[src/rtl/timeout_nivel_param_if.sv]
// rtl/timeout_nivel_param_if.sv - button/control inputs and status outputs of the level-selectable timeout
interface timeout_nivel_param_if #(
  parameter int LEVELS = 4,
  parameter int W      = 13
);
  localparam int NW = (LEVELS > 1) ? $clog2(LEVELS) : 1;

  logic              seleciona;
  logic [LEVELS-1:0] botoes;
  logic              zera;
  logic              conta;
  logic [NW-1:0]     nivel;
  logic              nivel_valido;
  logic              timeout;
  logic              expirado;
  logic              aviso;
  logic [W-1:0]      db_Q;
  logic [2:0]        db_estado;

  modport master (
    output seleciona, botoes, zera, conta,
    input  nivel, nivel_valido, timeout, expirado, aviso, db_Q, db_estado
  );

  modport slave (
    input  seleciona, botoes, zera, conta,
    output nivel, nivel_valido, timeout, expirado, aviso, db_Q, db_estado
  );
endinterface

[src/rtl/timeout_nivel_param.sv]
// rtl/timeout_nivel_param.sv - timeout counter with player-selected difficulty level
// Optional near-expiry warning (aviso) enabled by defining TIMEOUT_AVISO_EN.
module timeout_nivel_param #(
  parameter int LEVELS       = 4,
  parameter int BASE_TIMEOUT = 5000,
  parameter int W            = 13
) (
  input  logic                  clock,
  input  logic                  reset,
  timeout_nivel_param_if.slave  bus
);
  localparam int NW = (LEVELS > 1) ? $clog2(LEVELS) : 1;

  typedef enum logic [2:0] {
    IDLE    = 3'd0,
    SELECT  = 3'd1,
    RELEASE = 3'd2,
    ARMED   = 3'd3,
    EXPIRED = 3'd4
  } state_t;

  state_t        state, state_next;
  logic [W-1:0]  count, count_next;
  logic [NW-1:0] nivel, nivel_next;
  logic          valido, valido_next;
  logic          timeout_q, timeout_next;
  logic          expirado_q, expirado_next;

  logic [W-1:0]  limite;
  logic [W-1:0]  terminal;
  logic [NW-1:0] lowest;
  logic          any_button;

  // Limit follows the latched level; the level only changes when leaving SELECT.
  assign limite   = W'(BASE_TIMEOUT >> nivel);
  assign terminal = limite - W'(1);

  always_comb begin
    lowest = '0;
    for (int i = LEVELS - 1; i >= 0; i--) begin
      if (bus.botoes[i]) begin
        lowest = NW'(i);
      end
    end
  end

  assign any_button = |bus.botoes;

  always_ff @(posedge clock or negedge reset) begin
    if (!reset) begin
      state      <= IDLE;
      count      <= '0;
      nivel      <= '0;
      valido     <= 1'b0;
      timeout_q  <= 1'b0;
      expirado_q <= 1'b0;
    end else begin
      state      <= state_next;
      count      <= count_next;
      nivel      <= nivel_next;
      valido     <= valido_next;
      timeout_q  <= timeout_next;
      expirado_q <= expirado_next;
    end
  end

  always_comb begin
    state_next   = state;
    count_next   = count;
    nivel_next   = nivel;
    valido_next  = valido;
    timeout_next = 1'b0;

    // A select request overrides everything, including a terminal-count expiry.
    if (bus.seleciona) begin
      state_next  = SELECT;
      count_next  = '0;
      valido_next = 1'b0;
    end else begin
      case (state)
        IDLE: begin
        end
        SELECT: begin
          if (any_button) begin
            nivel_next = lowest;
            state_next = RELEASE;
          end
        end
        RELEASE: begin
          if (!any_button) begin
            state_next  = ARMED;
            count_next  = '0;
            valido_next = 1'b1;
          end
        end
        ARMED: begin
          if (bus.zera) begin
            count_next = '0;
          end else if (bus.conta && (count == terminal)) begin
            count_next   = '0;
            timeout_next = 1'b1;
            state_next   = EXPIRED;
          end else if (bus.conta) begin
            count_next = count + W'(1);
          end
        end
        EXPIRED: begin
          count_next = '0;
          if (bus.zera) begin
            state_next = ARMED;
          end
        end
        default: begin
          state_next = IDLE;
          count_next = '0;
        end
      endcase
    end

    expirado_next = (state_next == EXPIRED);
  end

`ifdef TIMEOUT_AVISO_EN
  logic [W-1:0] limiar;
  logic         aviso_q;
  logic         aviso_next;

  // Last quarter of the limit, evaluated on the next count so it lines up with db_Q.
  assign limiar     = limite - (limite >> 2);
  assign aviso_next = (state_next == ARMED) && (count_next >= limiar);

  always_ff @(posedge clock or negedge reset) begin
    if (!reset) begin
      aviso_q <= 1'b0;
    end else begin
      aviso_q <= aviso_next;
    end
  end

  assign bus.aviso = aviso_q;
`else
  assign bus.aviso = 1'b0;
`endif

  assign bus.nivel        = nivel;
  assign bus.nivel_valido = valido;
  assign bus.timeout      = timeout_q;
  assign bus.expirado     = expirado_q;
  assign bus.db_Q         = count;
  assign bus.db_estado    = 3'(state);
endmodule

[src/flat_wrapper.sv]
// flat-port wrapper written by rule: the top's interface ports become plain ports
module timeout_nivel_param_flat 
#(
  parameter int LEVELS       = 4,
  parameter int BASE_TIMEOUT = 5000,
  parameter int W            = 13
)
  (clock, reset, bus_seleciona, bus_botoes, bus_zera, bus_conta, bus_nivel, bus_nivel_valido, bus_timeout, bus_expirado, bus_aviso, bus_db_Q, bus_db_estado);
  timeout_nivel_param_if #(.LEVELS(LEVELS), .W(W)) bus_i ();
  input  logic clock;
  input  logic reset;
  input wire logic [$bits(bus_i.seleciona)-1:0] bus_seleciona;
  input wire logic [$bits(bus_i.botoes)-1:0] bus_botoes;
  input wire logic [$bits(bus_i.zera)-1:0] bus_zera;
  input wire logic [$bits(bus_i.conta)-1:0] bus_conta;
  output wire logic [$bits(bus_i.nivel)-1:0] bus_nivel;
  output wire logic [$bits(bus_i.nivel_valido)-1:0] bus_nivel_valido;
  output wire logic [$bits(bus_i.timeout)-1:0] bus_timeout;
  output wire logic [$bits(bus_i.expirado)-1:0] bus_expirado;
  output wire logic [$bits(bus_i.aviso)-1:0] bus_aviso;
  output wire logic [$bits(bus_i.db_Q)-1:0] bus_db_Q;
  output wire logic [$bits(bus_i.db_estado)-1:0] bus_db_estado;
  assign bus_i.seleciona = bus_seleciona;
  assign bus_i.botoes = bus_botoes;
  assign bus_i.zera = bus_zera;
  assign bus_i.conta = bus_conta;
  assign bus_nivel = bus_i.nivel;
  assign bus_nivel_valido = bus_i.nivel_valido;
  assign bus_timeout = bus_i.timeout;
  assign bus_expirado = bus_i.expirado;
  assign bus_aviso = bus_i.aviso;
  assign bus_db_Q = bus_i.db_Q;
  assign bus_db_estado = bus_i.db_estado;
  timeout_nivel_param #(.LEVELS(LEVELS), .BASE_TIMEOUT(BASE_TIMEOUT), .W(W)) u_core (.clock(clock), .reset(reset), .bus(bus_i));
endmodule
[config.mk]
export PLATFORM = sky130hd
export DESIGN_NAME = timeout_nivel_param_flat
export DESIGN_NICKNAME = d
export VERILOG_FILES = /design/src/rtl/timeout_nivel_param_if.sv /design/src/rtl/timeout_nivel_param.sv /design/src/flat_wrapper.sv
export SDC_FILE = /design/constraint.sdc
export NUM_CORES = 1
export LEC_CHECK = 0
export CORE_MARGIN = 5
export CORE_UTILIZATION = 45
export CTS_CLUSTER_SIZE = 20
export DETAILED_ROUTE_END_ITERATION = 16
export GPL_TIMING_DRIVEN = 0
export PLACE_DENSITY = 0.69
export SLEW_MARGIN = 20
export SYNTH_ARGS = -nofsm -noshare
export SYNTH_HDL_FRONTEND = slang
export SYNTH_SLANG_ARGS = --single-unit
export TNS_END_PERCENT = 100
[constraint.sdc]
create_clock -name clock -period 2.9 [get_ports clock]
set_input_delay 0.29 -clock clock [delete_from_list [all_inputs] [get_ports clock]]
set_output_delay 0.29 -clock clock [all_outputs]
set_load 0.05 [all_outputs]
# == After elaboration in Yosys (flattened, before gate mapping) ==
# Cells that the tools add are included.
# totals
reg_bits,21
inputBits,9
output_inout_bits,22
wordCells,52
# classes
add_sub_neg,2
eq_ne,10
shifts,1
muxes,24
bitwise,1
n_reduce_logical,8
# ops
op,count
13-bit two-way mux,5
13-bit one-hot mux with 3 select lines,1
3-bit two-way mux,6
3-bit one-hot mux with 5 select lines,1
"13-bit by 1-bit adder with 13-bit output, second input constant",1
13-bit == test,1
"13-bit by 2-bit right shift with 13-bit output, first input constant",1
"13-bit by 1-bit subtractor with 13-bit output, second input constant",1
2-bit two-way mux,4
1-bit two-way mux,7
"3-bit by 2-bit == test with 1-bit output, second input constant",2
"3-bit == test, second input constant",2
3-bit AND reduction,2
"5-bit by 4-bit != test with 1-bit output, second input constant",1
4-bit OR reduction,1
"3-bit by 1-bit == test with 1-bit output, second input constant",1
3-bit logical NOT,1
"3-bit != test, second input constant",1
"2-bit by 1-bit != test with 1-bit output, second input constant",1
"2-bit != test, second input constant",1
2-bit AND reduction,1
2-bit nonzero test,1
2-bit OR reduction,1
1-bit logical AND,1
1-bit inverter,1

# == Logic depth before layout (Yosys ltp) ==
# depth
word_depth,9
depth_mapped,8
mapped_depth_nobuf,7

# == Worst setup path after synthesis ==
# Ideal clock, no wire load.
# synth_timing
path_kind,register to register
from,"register u_core.nivel[1], in the netlist u_core.bus.nivel[1]"
to,"register u_core.count[0], in the netlist u_core.bus.db_Q[0]"
setup_time_ps,141
arrival_ps,2340
required_time_ps,2759
setup_slack_ps,420
path_stages_with_launch,9
path_buffers,1
period_less_slack_ps,2480
cell_sequence,dfrtp_1 inv_1 ha_1 xor2_1 or2_1 a2111oi_4 or2_1 buf_6 o31ai_2
# synth_via
elab_chain_len,8
word_cells_on_any_way,10
cone_classes,add/sub: 1; eq/ne: 2; shift: 1; mux: 4; reduce/logical: 2
# synth_lines
element,line,source
"start, declared",timeout_nivel_param.sv:24,"logic [NW-1:0] nivel, nivel_next;"
"start signal, assigned",timeout_nivel_param.sv:60,nivel <= nivel_next;
13-bit by 2-bit right shift with 13-bit output *,timeout_nivel_param.sv:35,assign limite = W'(BASE_TIMEOUT >> nivel);
13-bit by 1-bit subtractor with 13-bit output *,timeout_nivel_param.sv:36,assign terminal = limite - W'(1);
13-bit == test *,timeout_nivel_param.sv:99,end else if (bus.conta && (count == terminal)) begin
1-bit logical AND *,timeout_nivel_param.sv:99,
13-bit two-way mux,timeout_nivel_param.sv:99,
13-bit two-way mux,timeout_nivel_param.sv:97,if (bus.zera) begin
13-bit one-hot mux with 3 select lines,timeout_nivel_param.sv:80,case (state)
13-bit two-way mux,timeout_nivel_param.sv:75,if (bus.seleciona) begin
"end signal, assigned",timeout_nivel_param.sv:59,count <= count_next;
"end, declared",timeout_nivel_param.sv:23,"logic [W-1:0] count, count_next;"
# Mark *: on every way between the ends. The rest lies on a longest branch, timed or not.
# A chain may end at the register's enable or synchronous reset.

# == Worst setup path in the final report ==
# layout_timing
from,"register u_core.nivel[1], in the netlist u_core.bus.nivel[1]"
to,"register u_core.count[12], in the netlist u_core.bus.db_Q[12]"
# Same word-level chain as after synthesis.

==> results.txt <==
----------------------------------------------------
[Run status]
  Run status ... complete, no violations

[CTS]
  CTS H-tree lvls ... 1
  Clock Root Buffer ... sky130_fd_sc_hd__clkbuf_4
  Clock tree from TritonCTS ... built
  Post-CTS Repair Setup Buffers ... 0
  Clock network latency to the later pin of the worst-skew pair ... 0.31 ns
  Count of clock tree sinks ... 21
  Number of buffers created by CTS ... 3
  Number of buffers on the longest clock path ... 2
  CTS clock-pin slew for the worst setup and hold paths ... between 0.1 and 0.15 ns
  Count of cells resized by post-cts repair ... 0
  Count of hold-fix buffers inserted at cts ... 0

[Yosys]
  Number of warning messages in the yosys log ... 0
  Summed instance area of the synthesized netlist ... approximately 1500 um2
  Mapped Nets ... approximately 180
  Number of storage elements in the synthesis netlist ... 21
  Cell type with the highest aggregate area in the netlist ... sky130_fd_sc_hd__dfrtp_1
  Part of the Yosys area used for sequential elements ... around 36%
  Number of enable-type register cells in the synthesized netlist ... 0
  Cell variety after synth ... between 40 and 50
  Area share of the largest cell type after synthesis ... 36.0%
  Synth Area per Inst ... roughly 9 um2
  Cell types occupying the most area after synthesis ... sky130_fd_sc_hd__dfrtp_1, sky130_fd_sc_hd__ha_1, sky130_fd_sc_hd__o21ai_2
  Most used DFF post-synth ... sky130_fd_sc_hd__dfrtp_1
  Async set-or-reset flop fraction in the synthesized netlist ... 100%
  Post-Syn Instances ... 160

[Global routing]
  Overflow left after global routing ... 0
  Initial antenna violation count ... 0
  Number of global-route vias before repair ... ~1300
  Overall track demand over capacity in global routing ... between 10% and 20%
  Wire length of the first global-routing pass ... between 5000 and 6000 um
  Maximum number of pins on one net before global-route repair ... 22

[Setup path]
  Critical path fanouts, max ... 10
  Startpoint type of the worst setup path ... register
  Reg-to-Reg Start ... u_core.bus.nivel[1]$_DFFE_PN0P_
  CP Capture Type ... register
  Worst Path Required ... just over 3 ns
  Crit path arrival time ... 2.58 ns
  Worst setup startpoint ... u_core.bus.nivel[1]$_DFFE_PN0P_
  Worst Path Class, Setup ... register to register

[Drt]
  Total wirelength of the detailed-routed design ... 3500 um
  DR iter-0 viols ... ~70
  Average detailed-routed wire length per instance ... 14.8 um
  Via count of the routed design ... roughly 1300
  Number of design rule violations left after detail routing ... 0
  Number of nets with antenna violations after routing ... 0
  First-pass iteration count of the detailed router ... 4
  Vias per cell ... ~5.3

[Place]
  Final weighted congestion of routability-driven global placement ... roughly 0.86
  Placed wire-length estimate after detailed placement ... 2620 um
  I/O Buffers ... 28
  Number of placed instances with taps included ... 232
  Cell area reported after detailed placement ... 1800 um2

[Flow run]
  Maxcap violations ... 0

[Power]
  Power consumption ... between 0.6 and 0.7 mW
  Worst IR drop on VDD ... approximately 0.21 mV
  Pwr dens ... around 360 nW/um2
  Leakage power summed over all cells ... ~0.73 nW

[STA]
  Setup repair after global routing missed its margin ... false
  Slew margin rel. ... roughly half
  Setup TNS after final layout ... 0 ns
  Highest clock frequency the design can meet ... approximately 0.42 GHz
  Actual transition at the worst max-transition pin ... 0.726 ns
  Final setup violation count ... 0
  Max Clock Skew ... around 0.0031 ns
  Number of hold violations in the final report ... 0
  Minimum clock period ... 2.37 ns
  Final count of pins violating max slew ... 0
  Post-route clock period utilization ... between 80 and 90%

[Min path]
  Min-delay src ... bus_seleciona
  Worst hold path type ... input pin to register

[Final layout]
  Count of non-filler cells in the finished layout ... roughly 240
  Final design utilization ... between 50% and 60%
  Antenna diodes ... 0
  Finished layout cell area ... around 1800 um2
  Fraction of layout cells with a size suffix above 1 ... approximately 15%
  Fill count ... 286
  Commonest cells after routing, fill and taps aside ... sky130_fd_sc_hd__clkdlybuf4s50_1, sky130_fd_sc_hd__dfrtp_1, sky130_fd_sc_hd__nand2_1
  Nets ... 210
  Synthesis-to-layout area growth ... 25.2%
  Most frequent standard cell in the layout excluding fill and tap cells ... sky130_fd_sc_hd__clkdlybuf4s50_1

[Floorplanning]
  Y dimension of the die ... ~67 um
  Floorplan Core Area ... around 3100 um2
  Die Area ... between 4000 and 5000 um2
  Number of top-level pins ... 31
  Starting utilization of the core area ... a little under half
  Number of rows in the core area ... 20
  Width of the die ... ~67 um

----------------------------------------------------
[synthesized netlist by cell type (2+ instances only)]
cell type and n:
sky130_fd_sc_hd__a21oi_1 6, sky130_fd_sc_hd__a22o_1 2, sky130_fd_sc_hd__a31oi_1 2, sky130_fd_sc_hd__and3_1 3, sky130_fd_sc_hd__buf_2 3, sky130_fd_sc_hd__buf_4 3
sky130_fd_sc_hd__dfrtp_1 21, sky130_fd_sc_hd__ha_1 7, sky130_fd_sc_hd__inv_1 6, sky130_fd_sc_hd__mux2i_1 5, sky130_fd_sc_hd__nand2_1 20, sky130_fd_sc_hd__nand3_1 2
sky130_fd_sc_hd__nor2_1 12, sky130_fd_sc_hd__nor3_1 7, sky130_fd_sc_hd__nor3b_1 2, sky130_fd_sc_hd__nor4bb_1 2, sky130_fd_sc_hd__o211ai_1 2, sky130_fd_sc_hd__o21ai_0 8
sky130_fd_sc_hd__o21ai_2 9, sky130_fd_sc_hd__o31a_1 2, sky130_fd_sc_hd__o31ai_1 2, sky130_fd_sc_hd__or2_1 3, sky130_fd_sc_hd__xnor2_1 3, sky130_fd_sc_hd__xor2_1 4
[worst max-delay path, stage by stage (launching register included)]
cell	delay [ns]
sky130_fd_sc_hd__dfrtp_1	0.50
sky130_fd_sc_hd__inv_1	0.14
sky130_fd_sc_hd__ha_1	0.24
sky130_fd_sc_hd__xor2_1	0.15
sky130_fd_sc_hd__or2_1	0.25
sky130_fd_sc_hd__a2111oi_4	0.51
sky130_fd_sc_hd__or2_1	0.21
sky130_fd_sc_hd__buf_6	0.19
sky130_fd_sc_hd__o21ai_2	0.08
[cells by family after synthesis]
family | share of synthesized area, %
flops | 36.0
compound gates | 22.5
simple gates | 22.2
buf+inv | 5.48
mux | 3.43
fa+ha+maj | 6.00
xor+xnor | 4.20
other cells | 0.257
[metal layers]
layer / share of wire, % / track usage, %
met5: 0 / 0
met3: 3.3 / 3.37
met4: 0.71 / 4.56
met1: 47 / 21.9
met2: 49 / 29.5
[path summary, 6_finish.rpt]
path                                                        to  slack (ns)  cells past startpoint
max                            u_core.bus.db_Q[12]$_DFFE_PN0P_        0.53                      8
min                        u_core.bus.nivel_valido$_DFFE_PN0P_        0.25                      2
max reg2reg                    u_core.bus.db_Q[12]$_DFFE_PN0P_        0.53                      8
min reg2reg                u_core.bus.nivel_valido$_DFFE_PN0P_        0.52                      2
max in group asynchronous       u_core.bus.db_Q[6]$_DFFE_PN0P_        2.11                      2
min in group asynchronous       u_core.bus.db_Q[9]$_DFFE_PN0P_        0.46                      2
[flip-flops by register name (all words and copies together) (netlist names)]
signal and flops:
u_core.bus.db_Q 13, u_core.bus.db_estado 3, u_core.bus.nivel 2, u_core.bus.expirado 1, u_core.bus.nivel_valido 1, u_core.bus.timeout 1
[through the flow]
| step | hold WS [ns] | setup slack (ns) |
|---|---|---|
| floorplan | -0.00559 | 0.420 |
| global placement | 0.486 | 0.597 |
| detailed placement | 0.497 | 0.529 |
| CTS | 0.247 | 0.505 |
| global route | 0.239 | 0.394 |
| finish | 0.247 | 0.527 |
[area by class of cell]
type                       instances  area [um2]  area share (%)
buffer                             8        53.8            2.94
multi-input combinational        124         855            46.7
inverter                           7        26.3            1.44
clock buffer                       3        22.5            1.23
sequential                        21         526            28.7
tap                               44        55.1            3.01
timing repair buffer              29         285            15.6
clock inverter                     1        5.00           0.274
[power breakdown]
part,internal (mW),total [mW],switching [mW]
sequential,0.302,0.315,0.0137
combinational,0.0755,0.196,0.121
clock,0.0515,0.146,0.0946
No activity file was read; power rests on OpenSTA's default activity.
